==> config.mk <==
export PLATFORM = sky130hd
export DESIGN_NAME = pll_lock_sequencer
export DESIGN_NICKNAME = d
export VERILOG_FILES = /design/src/rtl/pll_lock_sequencer.sv
export SDC_FILE = /design/constraint.sdc
export NUM_CORES = 1
export LEC_CHECK = 0
export BUFFER_PORTS_ARGS = -buffer_cell sky130_fd_sc_hd__buf_2
export CAP_MARGIN = 20
export CORE_UTILIZATION = 45
export CTS_CLUSTER_DIAMETER = 120
export DETAILED_ROUTE_END_ITERATION = 10
export PLACE_DENSITY = 0.65
export SLEW_MARGIN = 10
export SYNTH_ARGS = -nofsm -noshare
export SYNTH_HDL_FRONTEND = slang
export SYNTH_SLANG_ARGS = --single-unit
==> constraint.sdc <==
create_clock -name clk_ref -period 3.3 [get_ports clk_ref]
set_input_delay 0.66 -clock clk_ref [delete_from_list [all_inputs] [get_ports clk_ref]]
set_output_delay 0.66 -clock clk_ref [all_outputs]
set_load 0.01 [all_outputs]
==> src/rtl/pll_lock_sequencer.sv <==
// pll_lock_sequencer
//   Brings up and supervises the PLL from the reference-clock domain. Each
//   attempt holds the PLL in reset for RST_CYCLES, then waits for a run of
//   STABLE_CYCLES consecutive synchronised lock samples within LOCK_TIMEOUT
//   cycles. A failed attempt is retried MAX_RETRY times before the sequencer
//   parks in FAIL. While LOCKED the downstream clock enable is open. A drop of
//   lock re-sequences from reset. Divider updates are taken through a
//   valid/ready handshake in LOCKED or FAIL and always restart the sequence.
//
// Ports
//   clk_ref        in   reference clock (only clock)
//   reset          in   asynchronous active-high reset
//   pll_locked     in   raw PLL lock flag, asynchronous to clk_ref
//   cfg_valid      in   divider update request
//   cfg_div        in   requested divider (0 is clamped to 1)
//   cfg_ready      out  update accepted when cfg_valid & cfg_ready
//   pll_rst        out  reset to the PLL macro
//   pll_div        out  feedback divider to the PLL macro
//   clk_en         out  downstream clock-gate enable
//   status_locked  out  sequencer is in LOCKED
//   status_fail    out  sequencer is in FAIL
//   retry_cnt      out  retries used in the current sequence
//   lock_loss_cnt  out  saturating count of lock losses
module pll_lock_sequencer #(
    parameter int DIV_W         = 8,
    parameter int DIV_DEFAULT   = 16,
    parameter int RST_CYCLES    = 16,
    parameter int STABLE_CYCLES = 64,
    parameter int LOCK_TIMEOUT  = 4096,
    parameter int MAX_RETRY     = 3
) (
    input  logic             clk_ref,
    input  logic             reset,
    input  logic             pll_locked,
    input  logic             cfg_valid,
    input  logic [DIV_W-1:0] cfg_div,
    output logic             cfg_ready,
    output logic             pll_rst,
    output logic [DIV_W-1:0] pll_div,
    output logic             clk_en,
    output logic             status_locked,
    output logic             status_fail,
    output logic [1:0]       retry_cnt,
    output logic [7:0]       lock_loss_cnt
);

    localparam logic [1:0] ST_RST    = 2'd0;
    localparam logic [1:0] ST_WAIT   = 2'd1;
    localparam logic [1:0] ST_LOCKED = 2'd2;
    localparam logic [1:0] ST_FAIL   = 2'd3;

    localparam int RC_W = $clog2(RST_CYCLES + 1);
    localparam int SC_W = $clog2(STABLE_CYCLES + 1);
    localparam int TC_W = $clog2(LOCK_TIMEOUT + 1);

    localparam logic [RC_W-1:0]  RST_LAST     = RC_W'(RST_CYCLES - 1);
    localparam logic [SC_W-1:0]  STABLE_LAST  = SC_W'(STABLE_CYCLES - 1);
    localparam logic [TC_W-1:0]  TIMEOUT_LAST = TC_W'(LOCK_TIMEOUT - 1);
    localparam logic [1:0]       RETRY_LIMIT  = 2'(MAX_RETRY);
    localparam logic [DIV_W-1:0] DIV_RESET    = DIV_W'(DIV_DEFAULT);
    localparam logic [DIV_W-1:0] DIV_MIN      = DIV_W'(1);

    logic [1:0]      state;
    logic [RC_W-1:0] rst_cnt;
    logic [SC_W-1:0] stable_cnt;
    logic [TC_W-1:0] timeout_cnt;
    logic            lock_meta;
    logic            lock_s;
    logic            xfer;

    // A zero feedback divider is meaningless to the PLL macro.
    function automatic logic [DIV_W-1:0] clamp_div(input logic [DIV_W-1:0] d);
        return (d == '0) ? DIV_MIN : d;
    endfunction

    function automatic logic [7:0] sat_inc8(input logic [7:0] v);
        return (v == 8'hFF) ? v : v + 8'd1;
    endfunction

    // All status outputs are pure decodes of the state register.
    assign pll_rst       = (state == ST_RST) || (state == ST_FAIL);
    assign clk_en        = (state == ST_LOCKED);
    assign status_locked = (state == ST_LOCKED);
    assign status_fail   = (state == ST_FAIL);
    assign cfg_ready     = (state == ST_LOCKED) || (state == ST_FAIL);
    assign xfer          = cfg_valid & cfg_ready;

    // Two-flop synchroniser for the asynchronous lock flag.
    always_ff @(posedge clk_ref or posedge reset) begin
        if (reset) begin
            lock_meta <= 1'b0;
            lock_s    <= 1'b0;
        end else begin
            lock_meta <= pll_locked;
            lock_s    <= lock_meta;
        end
    end

    always_ff @(posedge clk_ref or posedge reset) begin
        if (reset) begin
            state         <= ST_RST;
            rst_cnt       <= '0;
            stable_cnt    <= '0;
            timeout_cnt   <= '0;
            retry_cnt     <= '0;
            lock_loss_cnt <= '0;
            pll_div       <= DIV_RESET;
        end else begin
            case (state)
                ST_RST: begin
                    stable_cnt  <= '0;
                    timeout_cnt <= '0;
                    // rst_cnt is left at zero on exit so the next entry
                    // into RST, from any state, starts a full interval.
                    if (rst_cnt == RST_LAST) begin
                        rst_cnt <= '0;
                        state   <= ST_WAIT;
                    end else begin
                        rst_cnt <= rst_cnt + 1'b1;
                    end
                end
                ST_WAIT: begin
                    timeout_cnt <= timeout_cnt + 1'b1;
                    stable_cnt  <= lock_s ? stable_cnt + 1'b1 : '0;
                    // Lock completion is tested first so it wins a tie
                    // with the timeout.
                    if (lock_s && (stable_cnt == STABLE_LAST)) begin
                        state     <= ST_LOCKED;
                        retry_cnt <= '0;
                    end else if (timeout_cnt == TIMEOUT_LAST) begin
                        if (retry_cnt < RETRY_LIMIT) begin
                            retry_cnt <= retry_cnt + 1'b1;
                            state     <= ST_RST;
                        end else begin
                            state <= ST_FAIL;
                        end
                    end
                end
                ST_LOCKED: begin
                    if (!lock_s) begin
                        lock_loss_cnt <= sat_inc8(lock_loss_cnt);
                        state         <= ST_RST;
                    end
                end
                ST_FAIL: begin
                end
                default: state <= ST_RST;
            endcase

            // A divider transfer overrides any transition chosen above; the
            // lock-loss count update in the same cycle is still kept.
            if (xfer) begin
                pll_div   <= clamp_div(cfg_div);
                retry_cnt <= '0;
                state     <= ST_RST;
            end
        end
    end

endmodule

==> results of run 1 <==
-- worst max path at each step --
stage	from	endpoint	slack, ns	depth (start not counted)
3_5_place_dp	state[0]	state[0]	1.21	6
5_1_grt	state[1]	timeout_cnt[7]	0.97	6
3_3_place_gp	state[0]	state[0]	1.20	6
2_1_floorplan	reset	lock_loss_cnt[0]	1.53	1
6_report	state[0]	cfg_ready	1.09	4
4_1_cts	state[0]	cfg_ready	1.08	4
-- state kept, by name (all words and copies together), names as in the netlist --
name           count
lock_s             1
lock_loss_cnt      8
pll_div            8
timeout_cnt       13
rst_cnt            5
stable_cnt         7
state              2
retry_cnt          2
lock_meta          1
-- kinds of logic (layout without fill, tap and decap cells) --
group | after synthesis | in the layout | share of synthesized area
AO/OA/AOI/OAI | 45 | 45 | 0.132
flip-flops | 47 | 47 | 0.498
buffers and inverters | 15 | 52 | 0.0275
XOR/XNOR | 11 | 11 | 0.0407
adder cells (fa/ha/maj) | 10 | 10 | 0.0529
multiplexers | 17 | 17 | 0.0772
AND/OR/NAND/NOR | 72 | 72 | 0.172
-- worst register-to-register path: stages (launching register included) --
cell	delay (ns)
dfrtp_1	0.39
inv_1	0.11
ha_1	0.32
o21ai_2	0.51
o211ai_1	0.20
o211ai_2	0.26
mux2i_1	0.22
-- layout make-up --
class	count	area (sq um)
fill	479	2370
tap	70	87.6
timing repair buffer	35	198
inverter	9	33.8
clock inverter	1	5.00
clock buffer	7	76.3
sequential	47	1180
multi-input combinational	155	1120
-- cell usage after synthesis, types with 3 or more instances --
library cell / count / area share
a21oi_1: 4 / 0.0085
buf_2: 4 / 0.0085
and3_1: 6 / 0.016
nor2_1: 9 / 0.014
mux2_2: 10 / 0.048
o22ai_1: 3 / 0.0079
nor3_1: 3 / 0.0063
a22o_1: 7 / 0.026
o21ai_0: 15 / 0.032
ha_1: 10 / 0.053
inv_1: 9 / 0.014
nand4b_1: 4 / 0.015
xnor2_1: 8 / 0.030
nand3_1: 13 / 0.027
mux2i_1: 7 / 0.030
nand2_1: 21 / 0.033
xor2_1: 3 / 0.011
o31ai_1: 3 / 0.0095
dfrtp_1: 46 / 0.49
-- report_power, final --
group | internal (uW) | leakage (uW) | total (uW) | switching (uW)
logic | 240 | 0.000629 | 534 | 294
registers | 701 | 0.000620 | 811 | 110
clock network | 149 | 0.0000422 | 328 | 179
-- metrics by stage --
step / area (sq um) / std cells / setup slack [ns] / utilization / hold slack (ns)
floorplan: 2370 / 217 / 1.53 / - / 0.331
global placement: 2590 / 315 / 1.20 / 0.511 / 0.336
detailed placement: 2590 / 315 / 1.21 / 0.511 / 0.340
CTS: 2670 / 323 / 1.08 / 0.527 / 0.349
global route: 2700 / 324 / 0.970 / 0.532 / 0.372
finish: 2700 / 324 / 1.09 / 0.532 / 0.347
-- routing by layer --
metal,vias to the layer above,part of all wire,global-route usage
li1,866,-,-
met1,812,0.51,0.216
met2,27,0.45,0.246
met3,5,0.026,0.0366
met4,0,0.010,0.0566
met5,-,0,0
==> results_dict.tcl, run 1 <==
set metrics [dict create \
    whs_endpoint "lock_s" \
    antenna_left 0 \
    gp_congestion 0.761 \
    max-vdd-ir-drop_uv 383 \
    area_growth_pct 14.2 \
    max_stage_delay_ns 0.39 \
    wl_per_cell_um 12.9 \
    insertion_delay_ns 0.30 \
    track_usage 0.158 \
    final_cell_mix "46 x dfrtp_1, 34 x buf_2, 21 x nand2_1" \
    tritoncts.num_buffers 5 \
    start_util 0.466 \
    die_h_um 74.5 \
    dr.pass1.iters 5 \
    cts_buffer_depth 2 \
    synthDistinctLibCells 46 \
    critPathBufInv 2 \
    drv_cap 0 \
    path_class "register to output port" \
    r2r_start "state[0]" \
    cp_slowest_cell "dfrtp_1" \
    cts.sinks 47 \
    synthFlopType "dfrtp_1" \
    fin_setup_tns_ns 0 \
    path_max_fanout 9 \
    synthesis.instances 217 \
    ys_warn_count 0 \
    n_antenna_cell 0 \
    die_w_um 74.5 \
    postCtsHoldBufs 0 \
    antenna_found_initial 0 \
    crit_chain "inv_1 > ha_1 > or2_2 > buf_2" \
    fp.dieArea_sq_mm 0.00555 \
    rsz0062_at_grt "false" \
    avgViaCountPerCell 5.28 \
    period_minus_slack_ns 2.21 \
    slew_headroom 0.486 \
    cts_resized 0 \
    p_per_area_mw_per_mm2 619 \
    drc_errors 0 \
    io_buffers 34 \
    synth_edf_count 0 \
    r2r-end "state[0]" \
    io_pins 35 \
    path_delay_family "flip-flops" \
    ys_async_sr_fraction 1.00 \
    dp.final_hpwl_mm 2.96 \
    wirelength_mm 4.17 \
    nets 275 \
    ctsRootBufferMaster "clkbuf_8" \
    cp_data_arrival_time_ns 1.55 \
    grt-ovfl-total 0 \
    skew_ns 0.00897 \
    clk_pin_slew_worst_paths_ns 0.08 \
    r2r_setup_slack_ns 1.22 \
    fmax_ghz 0.453 \
    layout-drive-gt1-share 0.244 \
    synth.avg_cell_area_sq_um 10.9 \
    synth_nets 239 \
    post_cts_buffers 0 \
    hold_class "register to register" \
    yosysSeqAreaShare 0.498 \
    min_from "lock_meta" \
    r2r_cells 6 \
    vias 1710 \
    p_leak_uw 0.00129 \
    grt_pass1_vias 1543 \
    worst_pin_slew_ns 0.768 \
    endpoint_kind "output port" \
    status "complete, no violations" \
    hold_viol 0 \
    cts_htree_levels 2 \
    syn_area_sq_mm 0.00237 \
    drv_slew 0 \
    period_share 0.670 \
    grt_max_degree 48 \
    worstHoldPathCells 0 \
    p_total_uw 1670 \
    cts_tree "yes" \
    startpoint_type "register" \
    core_area_sq_mm 0.00507 \
    rows 26 \
    final_common_cell "dfrtp_1" \
    drt_iter0_drc 94 \
    grt_pass1_wl_mm 6.76 \
    setup_violations 0 \
    synth-seq-cells 47 \
    crit_required_ns 2.64 \
]
No activity file was read; power rests on OpenSTA's default activity.
==> run 2, diff against run 1 <==
--- a/config.mk
+++ b/config.mk
@@ -10,7 +10,7 @@
 export CORE_UTILIZATION = 45
 export CTS_CLUSTER_DIAMETER = 120
 export DETAILED_ROUTE_END_ITERATION = 10
-export PLACE_DENSITY = 0.65
+export PLACE_DENSITY = 0.68
 export SLEW_MARGIN = 10
 export SYNTH_ARGS = -nofsm -noshare
 export SYNTH_HDL_FRONTEND = slang
==> constraint.sdc (replaced) <==
create_clock -name clk_ref -period 1.8 [get_ports clk_ref]
set_input_delay 0.36 -clock clk_ref [delete_from_list [all_inputs] [get_ports clk_ref]]
set_output_delay 0.36 -clock clk_ref [all_outputs]
set_load 0.01 [all_outputs]
==> run 2 against run 1 <==
Against the previous run:
- worst hold slack got worse by 0.32 ns
- first-iteration DRC count is 19% lower
- register-to-register slack got worse by 1.1 ns
- combinational power rose by 110%
- critical path depth decreased by 1
- non-clock buffer count increased by 6
- total power rose by 93%
- setup slack worse by 1.1 ns
==> results_dict.tcl, run 2 (synthesis results as in run 1) <==
set metrics [dict create \
    status "complete, no violations" \
    tritoncts.num_buffers 5 \
    die_w_um 74.5 \
    io_buffers 34 \
    n_antenna_cell 0 \
    largest_register_ffs 13 \
    hold_class "primary input to async pin" \
    antenna_left 0 \
    top_regs "timeout_cnt (13), lock_loss_cnt (8), pll_div (8)" \
    whs_ns 0.0233 \
    cts.sinks 47 \
    rows 26 \
    finish.utilization 0.546 \
    area_growth_pct 17.2 \
    regMostFlops "timeout_cnt" \
    rsz0062_at_grt "true" \
    p_total_uw 3220 \
    setup_violations 0 \
    postCtsHoldBufs 0 \
    clk_pin_slew_worst_paths_ns 0.09 \
    grt_pass1_wl_mm 7.11 \
    period_minus_slack_ns 1.77 \
    skew_ns 0.00833 \
    start_util 0.466 \
    fmax_ghz 0.564 \
    drc_errors 0 \
    dp.final_hpwl_mm 3.18 \
    regArea_sq_mm 0.00118 \
    p_int_uw 2070 \
    p_leak_uw 0.00132 \
    hold_viol 0 \
    final_cell_mix "45 x dfrtp_1, 34 x buf_2, 21 x nand2_1" \
    worst_pin_slew_ns 0.489 \
    insertion_delay_ns 0.30 \
    ctsRootBufferMaster "clkbuf_8" \
    gp_congestion 0.787 \
    fp.dieArea_sq_mm 0.00555 \
    endpoint_kind "output port" \
    grt-ovfl-total 0 \
    cp_data_arrival_time_ns 1.41 \
    pwr-share-clk 0.193 \
    cts_htree_levels 2 \
    max-vdd-ir-drop_uv 554 \
    wirelength_mm 4.42 \
    layout-drive-gt1-share 0.292 \
    drt_iter0_drc 76 \
    crit_required_ns 1.44 \
    grt_pass1_vias 1561 \
    cts_buffer_depth 2 \
    switching_share 0.358 \
    dr.pass1.iters 4 \
    die_h_um 74.5 \
    antenna_found_initial 0 \
    cts_tree "yes" \
    final_common_cell "dfrtp_1" \
    p_per_area_mw_per_mm2 1160 \
    power_frac_seq 0.461 \
    switchingPower_uw 1150 \
    nets 281 \
    path_class "register to output port" \
    path_max_fanout 5 \
    p_comb_frac 0.345 \
    post_cts_buffers 0 \
    slew_headroom 0.674 \
    grt_max_degree 32 \
    drv_cap 0 \
    drv_slew 0 \
    wl_per_cell_um 13.4 \
    core_area_sq_mm 0.00507 \
    vias 1758 \
    period_share 0.984 \
    startpoint_type "register" \
    track_usage 0.169 \
    avgViaCountPerCell 5.33 \
    multi_input_area_sq_mm 0.00115 \
    io_pins 35 \
    fillers 451 \
]
run 2: power by group through the flow:
stage	registers (uW)	clock network [uW]	logic, uW
2_1_floorplan	1520	0	692
3_3_place_gp	1490	0	1060
3_5_place_dp	1500	0	1080
4_1_cts	1480	647	1090
5_1_grt	1520	692	1250
6_report	1490	623	1110
run 2: path summary, 6_finish.rpt:
check                            from      endpoint  slack (ns)  depth (start not counted)
max                          state[1]     cfg_ready        0.03                          3
min                             reset  retry_cnt[0]        0.02                          2
max reg2reg                  state[1]      state[1]        0.12                          5
min reg2reg                 lock_meta        lock_s        0.36                          0
max in group asynchronous       reset    pll_div[4]        1.22                          3
min in group clk_ref       pll_locked     lock_meta        0.16                          1
run 2: repair_timing:
item,in CTS,in global routing
pin swaps,0,0
endpoints found under the setup margin,6,7
gates resized for setup,2,5
cloned,0,0
run 2: through the flow:
stage	instance area (sq um)	setup TNS (ns)	setup slack, ns	cells
detailed placement	2660	-0.102	-0.0447	322
global route	2770	-0.0301	-0.0301	330
floorplan	2370	0	0.179	217
finish	2770	0	0.0280	330
global placement	2660	0	0.0411	322
CTS	2750	-0.0404	-0.0401	330
run 2: area by class of cell:
class / instances / share of cell area
clock buffers: 5 / 0.0248
clock inverters: 3 / 0.00542
inverters: 9 / 0.0122
multi-input cells: 155 / 0.416
flip-flops and latches: 47 / 0.425
well taps: 70 / 0.0316
repair buffers: 41 / 0.0848
run 2: routing by layer:
metal | global-route usage | wire length, um
met1 | 0.230 | 2070
met2 | 0.262 | 2100
met3 | 0.0325 | 172
met4 | 0.0755 | 80
met5 | 0 | 0
run 2: worst max-delay path, stage by stage (launching register included):
cell and delay [ns]:
dfrtp_2 0.45, ha_1 0.23, or2_2 0.29, buf_2 0.14
==> run 3, diff against run 2 <==
--- a/config.mk
+++ b/config.mk
@@ -5,12 +5,13 @@
 export SDC_FILE = /design/constraint.sdc
 export NUM_CORES = 1
 export LEC_CHECK = 0
-export BUFFER_PORTS_ARGS = -buffer_cell sky130_fd_sc_hd__buf_2
+export BUFFER_PORTS_ARGS = -buffer_cell sky130_fd_sc_hd__buf_4
 export CAP_MARGIN = 20
 export CORE_UTILIZATION = 45
 export CTS_CLUSTER_DIAMETER = 120
 export DETAILED_ROUTE_END_ITERATION = 10
 export PLACE_DENSITY = 0.68
+export SETUP_SLACK_MARGIN = 0.05
 export SLEW_MARGIN = 10
 export SYNTH_ARGS = -nofsm -noshare
 export SYNTH_HDL_FRONTEND = slang
==> run 3 against run 2 <==
Against the previous run:
- final cell count up 0.91%
- fmax up 3.6%
- sequential cell count unchanged
- total power up 3.8%
- sequential share of layout area down 2.0 points
- clock-buffer cell count up 1
- setup slack better by 0.061 ns
==> results_dict.tcl, run 3 (synthesis results as in run 1) <==
set metrics [dict create \
    worst_pin_slew_ns 0.491 \
    p_per_area_mw_per_mm2 1150 \
    whs_ns 0.0737 \
    drc_errors 0 \
    period_minus_slack_ns 1.71 \
    max_stage_delay_ns 0.39 \
    fmax_ghz 0.584 \
    p_int_uw 2180 \
    final_cell_mix "45 x dfrtp_1, 42 x buf_4, 20 x nand2_1" \
    fin_ws_ns 0.0889 \
    insertion_delay_ns 0.30 \
    switchingPower_uw 1170 \
    rows 26 \
    cts_htree_levels 2 \
    fin_cells 333 \
    tritoncts.num_buffers 5 \
    drv_slew 0 \
    slew_headroom 0.673 \
    fillers 458 \
    grt-ovfl-total 0 \
    hold_viol 0 \
    cp_slowest_cell "dfrtp_1" \
    path_delay_family "flip-flops" \
    grt_pass1_vias 1565 \
    r2r_start "state[0]" \
    start_util 0.466 \
    critPathBufInv 2 \
    crit_chain "buf_4 > ha_4 > or2_4 > buf_6" \
    path_class "register to output port" \
    n_antenna_cell 0 \
    path_max_fanout 3 \
    antenna_found_initial 0 \
    cts.sinks 47 \
    vias 1770 \
    postCtsHoldBufs 0 \
    crit_required_ns 1.44 \
    p_comb_frac 0.372 \
    ctsRootBufferMaster "clkbuf_8" \
    area_growth_pct 23.1 \
    dr.pass1.iters 4 \
    skew_ns 0.0112 \
    track_usage 0.171 \
    final_common_cell "dfrtp_1" \
    gp_congestion 0.843 \
    dp.cells 321 \
    top_regs "timeout_cnt (13), lock_loss_cnt (8), pll_div (8)" \
    cts_buffer_depth 2 \
    power_frac_seq 0.444 \
    fin_setup_tns_ns 0 \
    dp.final_hpwl_mm 3.26 \
    setup_violations 0 \
    core_area_sq_mm 0.00507 \
    io_pins 35 \
    period_share 0.951 \
    rsz0062_at_grt "false" \
    layout-drive-gt1-share 0.312 \
    grt_pass1_wl_mm 7.20 \
    startpoint "state[0]" \
    finish.utilization 0.574 \
    p_leak_uw 0.00134 \
    die_w_um 74.5 \
    startpoint_type "register" \
    clk_pin_slew_worst_paths_ns 0.09 \
    die_h_um 74.5 \
    switching_share 0.349 \
    io_buffers 34 \
    max-vdd-ir-drop_uv 585 \
    largest_register_ffs 13 \
    grt_max_degree 24 \
    dpl_worst_slack_ns -0.00617 \
    fp.dieArea_sq_mm 0.00555 \
    pwr-share-clk 0.183 \
    cts_tree "yes" \
    wl_per_cell_um 13.5 \
    endpoint_kind "output port" \
    antenna_left 0 \
    wirelength_mm 4.51 \
    cp_data_arrival_time_ns 1.35 \
    regMostFlops "timeout_cnt" \
    status "complete, no violations" \
    nets 284 \
    drv_cap 0 \
    drt_iter0_drc 57 \
    avgViaCountPerCell 5.32 \
    hold_class "primary input to async pin" \
]
-- run 3: layer usage --
layer / part of all wire / global-route usage / vias to the layer above
met3: 0.019 / 0.0461 / 5
li1: - / - / 881
met5: 0 / 0 / -
met1: 0.48 / 0.232 / 866
met4: 0.014 / 0.0566 / 0
met2: 0.49 / 0.265 / 18
-- run 3: path summary, 6_finish.rpt --
path / slack, ns / end / cells past startpoint
setup / recovery: 0.09 / cfg_ready / 4
hold / removal: 0.07 / stable_cnt[6] / 2
setup reg to reg: 0.12 / stable_cnt[5] / 7
hold reg to reg: 0.35 / lock_s / 0
max in group asynchronous: 1.22 / timeout_cnt[3] / 3
min in group clk_ref: 0.17 / lock_meta / 1
-- run 3: cell type report --
| type | count | area, sq um | area share |
|---|---|---|---|
| clock buffers | 6 | 72.6 | 0.0249 |
| clock inverters | 2 | 12.5 | 0.00430 |
| inverters | 9 | 33.8 | 0.0116 |
| multi-input cells | 155 | 1180 | 0.405 |
| flip-flops and latches | 47 | 1180 | 0.405 |
| well taps | 70 | 87.6 | 0.0301 |
| repair buffers | 44 | 347 | 0.119 |
-- run 3: metrics by stage --
stage	instance area (sq um)	total power [uW]
6_report	2910	3340
3_5_place_dp	2740	2640
4_1_cts	2840	3280
5_1_grt	2910	3600
2_1_floorplan	2370	2210
3_3_place_gp	2740	2620
-- run 3: timing repair --
action | 4_1_cts | 5_1_grt
gates resized for setup | 3 | 12
hold endpoints to repair | 0 | 0
pin swaps | 0 | 2
setup endpoints to repair | 11 | 20
buffers inserted | 0 | 4
-- run 3: power groups by stage --
stage               logic [uW]  registers, uW  clock network [uW]
floorplan                  692           1520                   0
global placement          1120           1500                   0
detailed placement        1130           1510                   0
CTS                       1150           1490                 645
global route              1380           1530                 692
finish                    1250           1490                 614
